$ cat src/rtl/fft_iter_scheduler.sv
// Address/strobe sequencer for an iterative in-place radix-2 FFT: walks L stages of
// N/2 butterflies, drains the butterfly pipeline between stages, replays addresses as write-backs.
module fft_iter_scheduler #(
  parameter int unsigned ADDR_WIDTH = 4,
  parameter int unsigned BF_LATENCY = 3
) (
  input  logic                  CLK,
  input  logic                  RST,
  input  logic                  EN,
  input  logic                  START,
  output logic                  o_BUSY,
  output logic                  o_DONE,
  output logic                  o_RD_EN,
  output logic [ADDR_WIDTH-1:0] o_RD_ADDR_A,
  output logic [ADDR_WIDTH-1:0] o_RD_ADDR_B,
  output logic [ADDR_WIDTH-2:0] o_TW_ADDR,
  output logic                  o_WR_EN,
  output logic [ADDR_WIDTH-1:0] o_WR_ADDR_A,
  output logic [ADDR_WIDTH-1:0] o_WR_ADDR_B,
  output logic [ADDR_WIDTH-1:0] o_STAGE
);

  localparam int unsigned L  = ADDR_WIDTH;
  localparam int unsigned JW = L - 1;
  localparam int unsigned SW = $clog2(L);
  localparam int unsigned DW = (BF_LATENCY > 1) ? $clog2(BF_LATENCY) : 1;

  localparam logic [JW-1:0] J_LAST = '1;
  localparam logic [SW-1:0] S_LAST = SW'(L - 1);
  localparam logic [DW-1:0] D_LAST = DW'(BF_LATENCY - 1);

  typedef enum logic [1:0] {IDLE, RUN, DRAIN, DONE} state_t;

  state_t        state;
  logic [SW-1:0] s;
  logic [JW-1:0] j;
  logic [DW-1:0] d;
  logic [L-1:0]  stage;

  logic [L-1:0]  dl_a [BF_LATENCY];
  logic [L-1:0]  dl_b [BF_LATENCY];
  logic          dl_v [BF_LATENCY];

  logic          rd_en;
  logic [L-1:0]  span;
  logic [L-1:0]  mask;
  logic [L-1:0]  addr_a;
  logic [L-1:0]  addr_b;
  logic [JW-1:0] tw;

  // Stage/butterfly sequencing; EN low freezes every register
  always_ff @(posedge CLK or posedge RST) begin
    if (RST) begin
      state <= IDLE;
      s     <= '0;
      j     <= '0;
      d     <= '0;
      stage <= L'(1);
    end else if (EN) begin
      case (state)
        IDLE: begin
          if (START) begin
            state <= RUN;
            s     <= '0;
            j     <= '0;
          end
        end
        RUN: begin
          if (j == J_LAST) begin
            state <= DRAIN;
            d     <= '0;
          end else begin
            j <= j + JW'(1);
          end
        end
        DRAIN: begin
          if (d == D_LAST) begin
            if (s == S_LAST) begin
              state <= DONE;
            end else begin
              state <= RUN;
              s     <= s + SW'(1);
              j     <= '0;
              stage <= {stage[L-2:0], stage[L-1]};
            end
          end else begin
            d <= d + DW'(1);
          end
        end
        DONE: begin
          state <= IDLE;
          stage <= {stage[L-2:0], stage[L-1]};
        end
        default: state <= IDLE;
      endcase
    end
  end

  // Insert a zero at bit s of j for leg A; leg B sets that bit
  always_comb begin
    span   = L'(1) << s;
    mask   = span - L'(1);
    addr_a = (((L'(j) >> s) << s) << 1) | (L'(j) & mask);
    addr_b = addr_a | span;
    tw     = (j & JW'(mask)) << (JW - s);
  end

  assign rd_en       = EN && (state == RUN);
  assign o_RD_EN     = rd_en;
  assign o_RD_ADDR_A = rd_en ? addr_a : '0;
  assign o_RD_ADDR_B = rd_en ? addr_b : '0;
  assign o_TW_ADDR   = rd_en ? tw : '0;
  assign o_BUSY      = (state == RUN) || (state == DRAIN);
  assign o_DONE      = (state == DONE);
  assign o_STAGE     = stage;

  // Write-back delay line; cleared on reset so in-flight butterflies never write
  always_ff @(posedge CLK or posedge RST) begin
    if (RST) begin
      for (int i = 0; i < int'(BF_LATENCY); i++) begin
        dl_v[i] <= 1'b0;
        dl_a[i] <= '0;
        dl_b[i] <= '0;
      end
    end else if (EN) begin
      dl_v[0] <= rd_en;
      dl_a[0] <= o_RD_ADDR_A;
      dl_b[0] <= o_RD_ADDR_B;
      for (int i = 1; i < int'(BF_LATENCY); i++) begin
        dl_v[i] <= dl_v[i-1];
        dl_a[i] <= dl_a[i-1];
        dl_b[i] <= dl_b[i-1];
      end
    end
  end

  assign o_WR_EN     = EN && dl_v[BF_LATENCY-1];
  assign o_WR_ADDR_A = o_WR_EN ? dl_a[BF_LATENCY-1] : '0;
  assign o_WR_ADDR_B = o_WR_EN ? dl_b[BF_LATENCY-1] : '0;

endmodule

$ cat config.mk
export PLATFORM = sky130hd
export DESIGN_NAME = fft_iter_scheduler
export DESIGN_NICKNAME = d
export VERILOG_FILES = /design/src/rtl/fft_iter_scheduler.sv
export SDC_FILE = /design/constraint.sdc
export NUM_CORES = 1
export LEC_CHECK = 0
export ABC_AREA = 1
export CAP_MARGIN = 20
export CORE_MARGIN = 2
export CORE_UTILIZATION = 45
export CTS_BUF_LIST = sky130_fd_sc_hd__clkbuf_4
export DETAILED_ROUTE_END_ITERATION = 12
export HOLD_SLACK_MARGIN = 0.02
export PLACE_DENSITY = 0.68
export RECOVER_POWER = 50
export SYNTH_ARGS = -nofsm -noshare
export SYNTH_HDL_FRONTEND = slang
export SYNTH_SLANG_ARGS = --single-unit
$ cat constraint.sdc
create_clock -name CLK -period 2.1 [get_ports CLK]
set_clock_uncertainty 0.1 [all_clocks]
set_input_delay 0.21 -clock CLK [delete_from_list [all_inputs] [get_ports CLK]]
set_output_delay 0.21 -clock CLK [all_outputs]
set_load 0.1 [all_outputs]
# Word-level counts from Yosys, hierarchy flattened
# Cells that the tools add are included.
dict set report word_totals {
  output_inout_bits 27
  regBits 40
  inputBits 4
}
dict set report op_classes {
  mux 25
  bitwise 4
  eq_ne 12
  n_shift 4
  add_sub_neg 5
  reduce_logical 13
}
# cell n
set op_table {}
lappend op_table {{3-bit by 32-bit left shift with 3-bit output} 1}
lappend op_table {{4-bit 2-to-1 mux} 6}
lappend op_table {{2-bit 2-to-1 mux} 9}
lappend op_table {{3-bit 2-to-1 mux} 5}
lappend op_table {{2-bit inequality test (second input constant)} 6}
lappend op_table {{4-bit AND reduction} 3}
lappend op_table {{3-bit case mux with 3 select lines} 1}
lappend op_table {{2-bit equality test (second input constant)} 4}
lappend op_table {{4-bit bitwise OR} 2}
lappend op_table {{2-bit case mux with 2 select lines} 2}
lappend op_table {{2-bit case mux with 4 select lines} 1}
lappend op_table {{4-bit case mux with 2 select lines} 1}
lappend op_table {{6-bit AND reduction} 1}
lappend op_table {{2-bit nonzero test} 3}
lappend op_table {{5-bit AND reduction} 1}
lappend op_table {{2-bit by 1-bit adder with 2-bit output (second input constant)} 2}
lappend op_table {{3-bit by 4-bit bitwise AND with 4-bit output} 1}
lappend op_table {{1-bit by 2-bit left shift with 4-bit output (first input constant)} 1}
lappend op_table {{4-bit by 2-bit left shift with 3-bit output} 1}
lappend op_table {{3-bit by 2-bit >> shifter with 4-bit output} 1}
lappend op_table {{4-bit by 1-bit subtractor with 4-bit output (second input constant)} 1}
lappend op_table {{3-bit by 1-bit adder with 3-bit output (second input constant)} 1}
lappend op_table {{3-bit bitwise AND} 1}
lappend op_table {{3-bit equality test (second input constant)} 1}
lappend op_table {{other kinds (6)} 7}

# Depth between registers and ports, before layout
dict set report depth {
  depth_word 6
  mapped_depth 9
  ltp_nobuf 9
}

# Worst setup path before layout
# No wires, ideal clock.
dict set report synth_timing {
  kind {reg2out}
  start {reg s[0]}
  end {out o_TW_ADDR[0]}
  t_required_ns 1.790
  stages_incl_launch_ff 9
  arrival_ns 3.734
  slack_ns -1.944
  path_cell_list {dfrtp_1 buf_2 inv_1 ha_1 inv_1 nand2_1 nor2_1 inv_1 nor2_1}
}
dict set report synth_between {
  elab_chain_len 5
  elab_cells_between_ends 6
}
# item line_no
set synth_lines {}
lappend synth_lines {{start, declared} 35} ;# logic [SW-1:0] s;
lappend synth_lines {{start signal, assigned} 82} ;# s <= s + SW'(1);
lappend synth_lines {{1-bit by 2-bit left shift with 4-bit output} 101} ;# span = L'(1) << s;
lappend synth_lines {{4-bit by 1-bit subtractor with 4-bit output} 102} ;# mask = span - L'(1);
lappend synth_lines {{3-bit bitwise AND} 105} ;# tw = (j & JW'(mask)) << (JW - s);
lappend synth_lines {{3-bit by 32-bit left shift with 3-bit output (*)} 105}
lappend synth_lines {{3-bit 2-to-1 mux (*)} 112} ;# assign o_TW_ADDR = rd_en ? tw : '0;
lappend synth_lines {{end, declared} 16} ;# output logic [ADDR_WIDTH-2:0] o_TW_ADDR,
# Every way passes the cells marked *; elsewhere a longest branch is shown, timed or not.

# Worst setup path after layout
dict set report layout_timing {
  start {reg state[1]}
  end {out o_TW_ADDR[2]}
}
dict set report layout_between {
  elab_chain_len 3
}
# item line_no
set layout_lines {}
lappend layout_lines {{start, declared} 34} ;# state_t state;
lappend layout_lines {{start signal, assigned} 54} ;# state <= IDLE;
lappend layout_lines {{start signal, assigned} 63} ;# state <= RUN;
lappend layout_lines {{start signal, assigned} 70} ;# state <= DRAIN;
lappend layout_lines {{2-bit by 1-bit equality test with 1-bit output} 108} ;# assign rd_en = EN && (state == RUN);
lappend layout_lines {{1-bit logical AND} 108}
lappend layout_lines {{3-bit 2-to-1 mux} 112}
# No other way between the ends.

==> flow_summary.json <==
{
  "cts.reportedPaths.clkPinSlew_ps": 120,
  "dpl.hpwl_um": 3130,
  "timing.setup.tns_ps": 0,
  "drtIter0Drc": 167,
  "hold_viol": 0,
  "critPathMaxFanout": 9,
  "clk_root_buffer_cell": "sky130_fd_sc_hd__clkbuf_4",
  "synth_flop_cell": "sky130_fd_sc_hd__dfrtp_1",
  "ioPinCount": 31,
  "avgViaCountPerCell": 4.80,
  "clockBufferDepth": 2,
  "yosys_register_bits": 40,
  "min_to": "o_STAGE[0]",
  "clock_power_share": 0.159,
  "post_route_cells_drive_above_1_share": 0.320,
  "routed_wl_um": 4440,
  "drv.max_cap_violation_count": 0,
  "cts-htree-levels": 2,
  "area_enclosed_by_the_die_boundary_mm2": 0.00526,
  "drc": 0,
  "post_synth_instance_area_mm2": 0.00211,
  "path_delay_family": "flip-flops",
  "worst-slew-pin-transition_ps": 375,
  "gr-total-overflow": 0,
  "setup_viol": 0,
  "finalInstanceArea_mm2": 0.00303,
  "synthCells": 267,
  "core_region_area_mm2": 0.00444,
  "cp_slowest_cell": "sky130_fd_sc_hd__dfrtp_1",
  "period_share": 0.969,
  "p_per_area_mw_per_mm2": 1080,
  "finalNonFillerCells": 368,
  "worstHoldStart": "o_STAGE[0]",
  "rr_startpoint": "s[0]",
  "slew_violations": 0,
  "commonest_non_fill_non_tap_cell_in_the_layout": "sky130_fd_sc_hd__nand2_1",
  "cts_tree": "done",
  "fmax_mhz": 491,
  "cp_slowest_stage_delay_ps": 410,
  "antenna_found_initial": 0,
  "layout_common_cells": "sky130_fd_sc_hd__nand2_1 (76), sky130_fd_sc_hd__dfrtp_1 (36), sky130_fd_sc_hd__inv_1 (32)",
  "timing.reg2reg.setup_slack_ps": 370,
  "grt_pass1_wl_um": 7690,
  "area_delta_synth_final_pct": 43.4,
  "synth_area_per_cell_um2": 7.92,
  "placementRows": 24,
  "grt_start_max_net_pins": 33,
  "dpl_cell_area_mm2": 0.00278,
  "critical_path.reg2reg.endpoint": "s[0]",
  "startpoint_type": "flip-flop",
  "worstPathCellList": "inv_2 > ha_4 > nand2_8 > inv_8 > nand3_1 > nand2_1 > nand2_2 > nor2_4 > buf_12",
  "post_drt_wl_per_cell_um": 12.1,
  "switchingPower_mw": 1.47,
  "cts.sink_count": 40,
  "async_reset_ff_frac": 1.00,
  "min_delay_path_depth": 2,
  "global_route.usage.total": 0.188,
  "final_critical_path_setup_slack_ps": 65.2,
  "min_period_ps": 2030,
  "number_of_fill_cells_in_the_layout": 337,
  "numPlacedInstances": 347,
  "min-delay-path-class": "flip-flop to flip-flop",
  "ir_worst_vdd_mv": 1.15,
  "first_pass_iters": 4,
  "antenna_violating_nets_post_route": 0,
  "first_global_vias": 1719,
  "worstPathRequired_ps": 1790,
  "power_frac_comb": 0.513,
  "globalplace.congestion": 0.868,
  "diodes_inserted": 0,
  "worst_setup_path_end_kind": "primary output",
  "clkLatencyLatePin_ps": 360,
  "cp_num_buf_inv": 3,
  "criticalPathCategory": "flip-flop to primary output",
  "synth_sequential_area_ratio": 0.474,
  "setup_repair_after_global_routing_missed_its_margin": "true",
  "crit_arrival_ps": 1720,
  "floorplan.die.height_um": 72.6,
  "cts_inserted_buffers": 5,
  "port_buffers": 30,
  "synth_cell_type_count": 27,
  "intPower_mw": 1.79,
  "sequentialPowerShare": 0.328,
  "outcome": "finished clean",
  "final_nets": 332,
  "synth-edff-count": 0,
  "yosysWarnings": 0,
  "max_slew_margin": 0.750,
  "die_x_um": 72.6,
  "leakage_power_nw": 1.49,
  "floorplan.initialDensity": 0.476,
  "worst-r2r-cell-count": 6,
  "vias": 1765,
  "final.hold.worst_slack_ps": 382,
  "post-place-ws_ps": 183,
  "sw_share": 0.451,
  "synthesis.nets": 284
}
==> cell families after synthesis <==
logic type      Yosys count  synth area share
compound gates           31            0.0846
buf+inv                  53             0.104
simple gates            130             0.260
fa+ha+maj                13            0.0769
flops                    40             0.474
==> worst max-delay path by stage <==
stage | slack [ps] | depth (start not counted) | endpoint | start
final | 70 | 9 | o_TW_ADDR[2] | state[1]
after global routing | -30 | 9 | o_TW_ADDR[2] | state[1]
after CTS | 10 | 9 | o_TW_ADDR[2] | state[1]
after detailed placement | 180 | 6 | o_RD_ADDR_B[3] | EN
after global placement | 220 | 6 | o_RD_ADDR_B[3] | EN
after floorplan | -200 | 8 | o_TW_ADDR[0] | s[0]
==> power groups by stage <==
stage	clock, mW	sequential [mW]	combinational, mW
after floorplan	0	1.05	1.12
after global placement	0	1.08	1.49
after detailed placement	0	1.09	1.51
after CTS	0.530	1.06	1.58
after global routing	0.565	1.10	1.82
final	0.520	1.07	1.67
==> area by class of cell <==
cell class | count | area (um2) | area share
multi-input combinational | 174 | 1030 | 0.340
tap | 52 | 65.1 | 0.0215
inverter | 46 | 193 | 0.0635
clock inverter | 3 | 42.5 | 0.0140
clock buffer | 5 | 37.5 | 0.0124
timing repair buffer | 48 | 658 | 0.217
sequential | 40 | 1010 | 0.332
==> what timing repair did <==
action,in CTS,in global routing
endpoints found under the hold margin,5,0
resized for setup,7,15
setup buffers,5,7
setup endpoints to repair,10,7
pin swaps,0,6
hold buffers,1,0
cloned,0,0
==> state kept, by name, indices dropped and copies added (netlist names) <==
name and flops:
o_STAGE 4, s 2, dl_v 3, dl_a 12
d 2, j 3, state 2, dl_b 12
==> cells in the mapped netlist (2+ instances only) <==
cell type                  instances  share of area
sky130_fd_sc_hd__nand4_1           2         0.0059
sky130_fd_sc_hd__inv_1            42          0.075
sky130_fd_sc_hd__buf_2             3         0.0071
sky130_fd_sc_hd__o21ai_0          19          0.045
sky130_fd_sc_hd__buf_4             2         0.0071
sky130_fd_sc_hd__nand3_1          16          0.038
sky130_fd_sc_hd__inv_2             3         0.0053
sky130_fd_sc_hd__nand2_1          84           0.15
sky130_fd_sc_hd__dfrtp_1          39           0.46
sky130_fd_sc_hd__nand2_2           4          0.012
sky130_fd_sc_hd__o211ai_1          2         0.0071
sky130_fd_sc_hd__nand3b_1          2         0.0071
sky130_fd_sc_hd__nor2_1           18          0.032
sky130_fd_sc_hd__ha_1             13          0.077
sky130_fd_sc_hd__o21ai_1           6          0.014
==> per-stage QoR <==
| stage | util | power [mW] |
|---|---|---|
| detailed placement | 0.626 | 2.59 |
| finish | 0.682 | 3.27 |
| CTS | 0.659 | 3.17 |
| global placement | 0.626 | 2.57 |
| floorplan | - | 2.17 |
| global route | 0.682 | 3.48 |
==> worst register-to-register path, cell delays in order, from the launching register on <==
cell and delay (ps):
sky130_fd_sc_hd__dfrtp_2 500, sky130_fd_sc_hd__buf_4 170, sky130_fd_sc_hd__ha_1 250, sky130_fd_sc_hd__o21ai_2 320
sky130_fd_sc_hd__nand3_1 170, sky130_fd_sc_hd__nand2_1 90, sky130_fd_sc_hd__nand2_1 50
==> layer usage <==
metal	vias to the layer above	track usage	part of all wire
li1	914	-	-
met1	809	0.248	0.47
met2	31	0.304	0.48
met3	11	0.0319	0.025
met4	0	0.0864	0.024
met5	-	0	0
(Power assumes the default switching activity.)
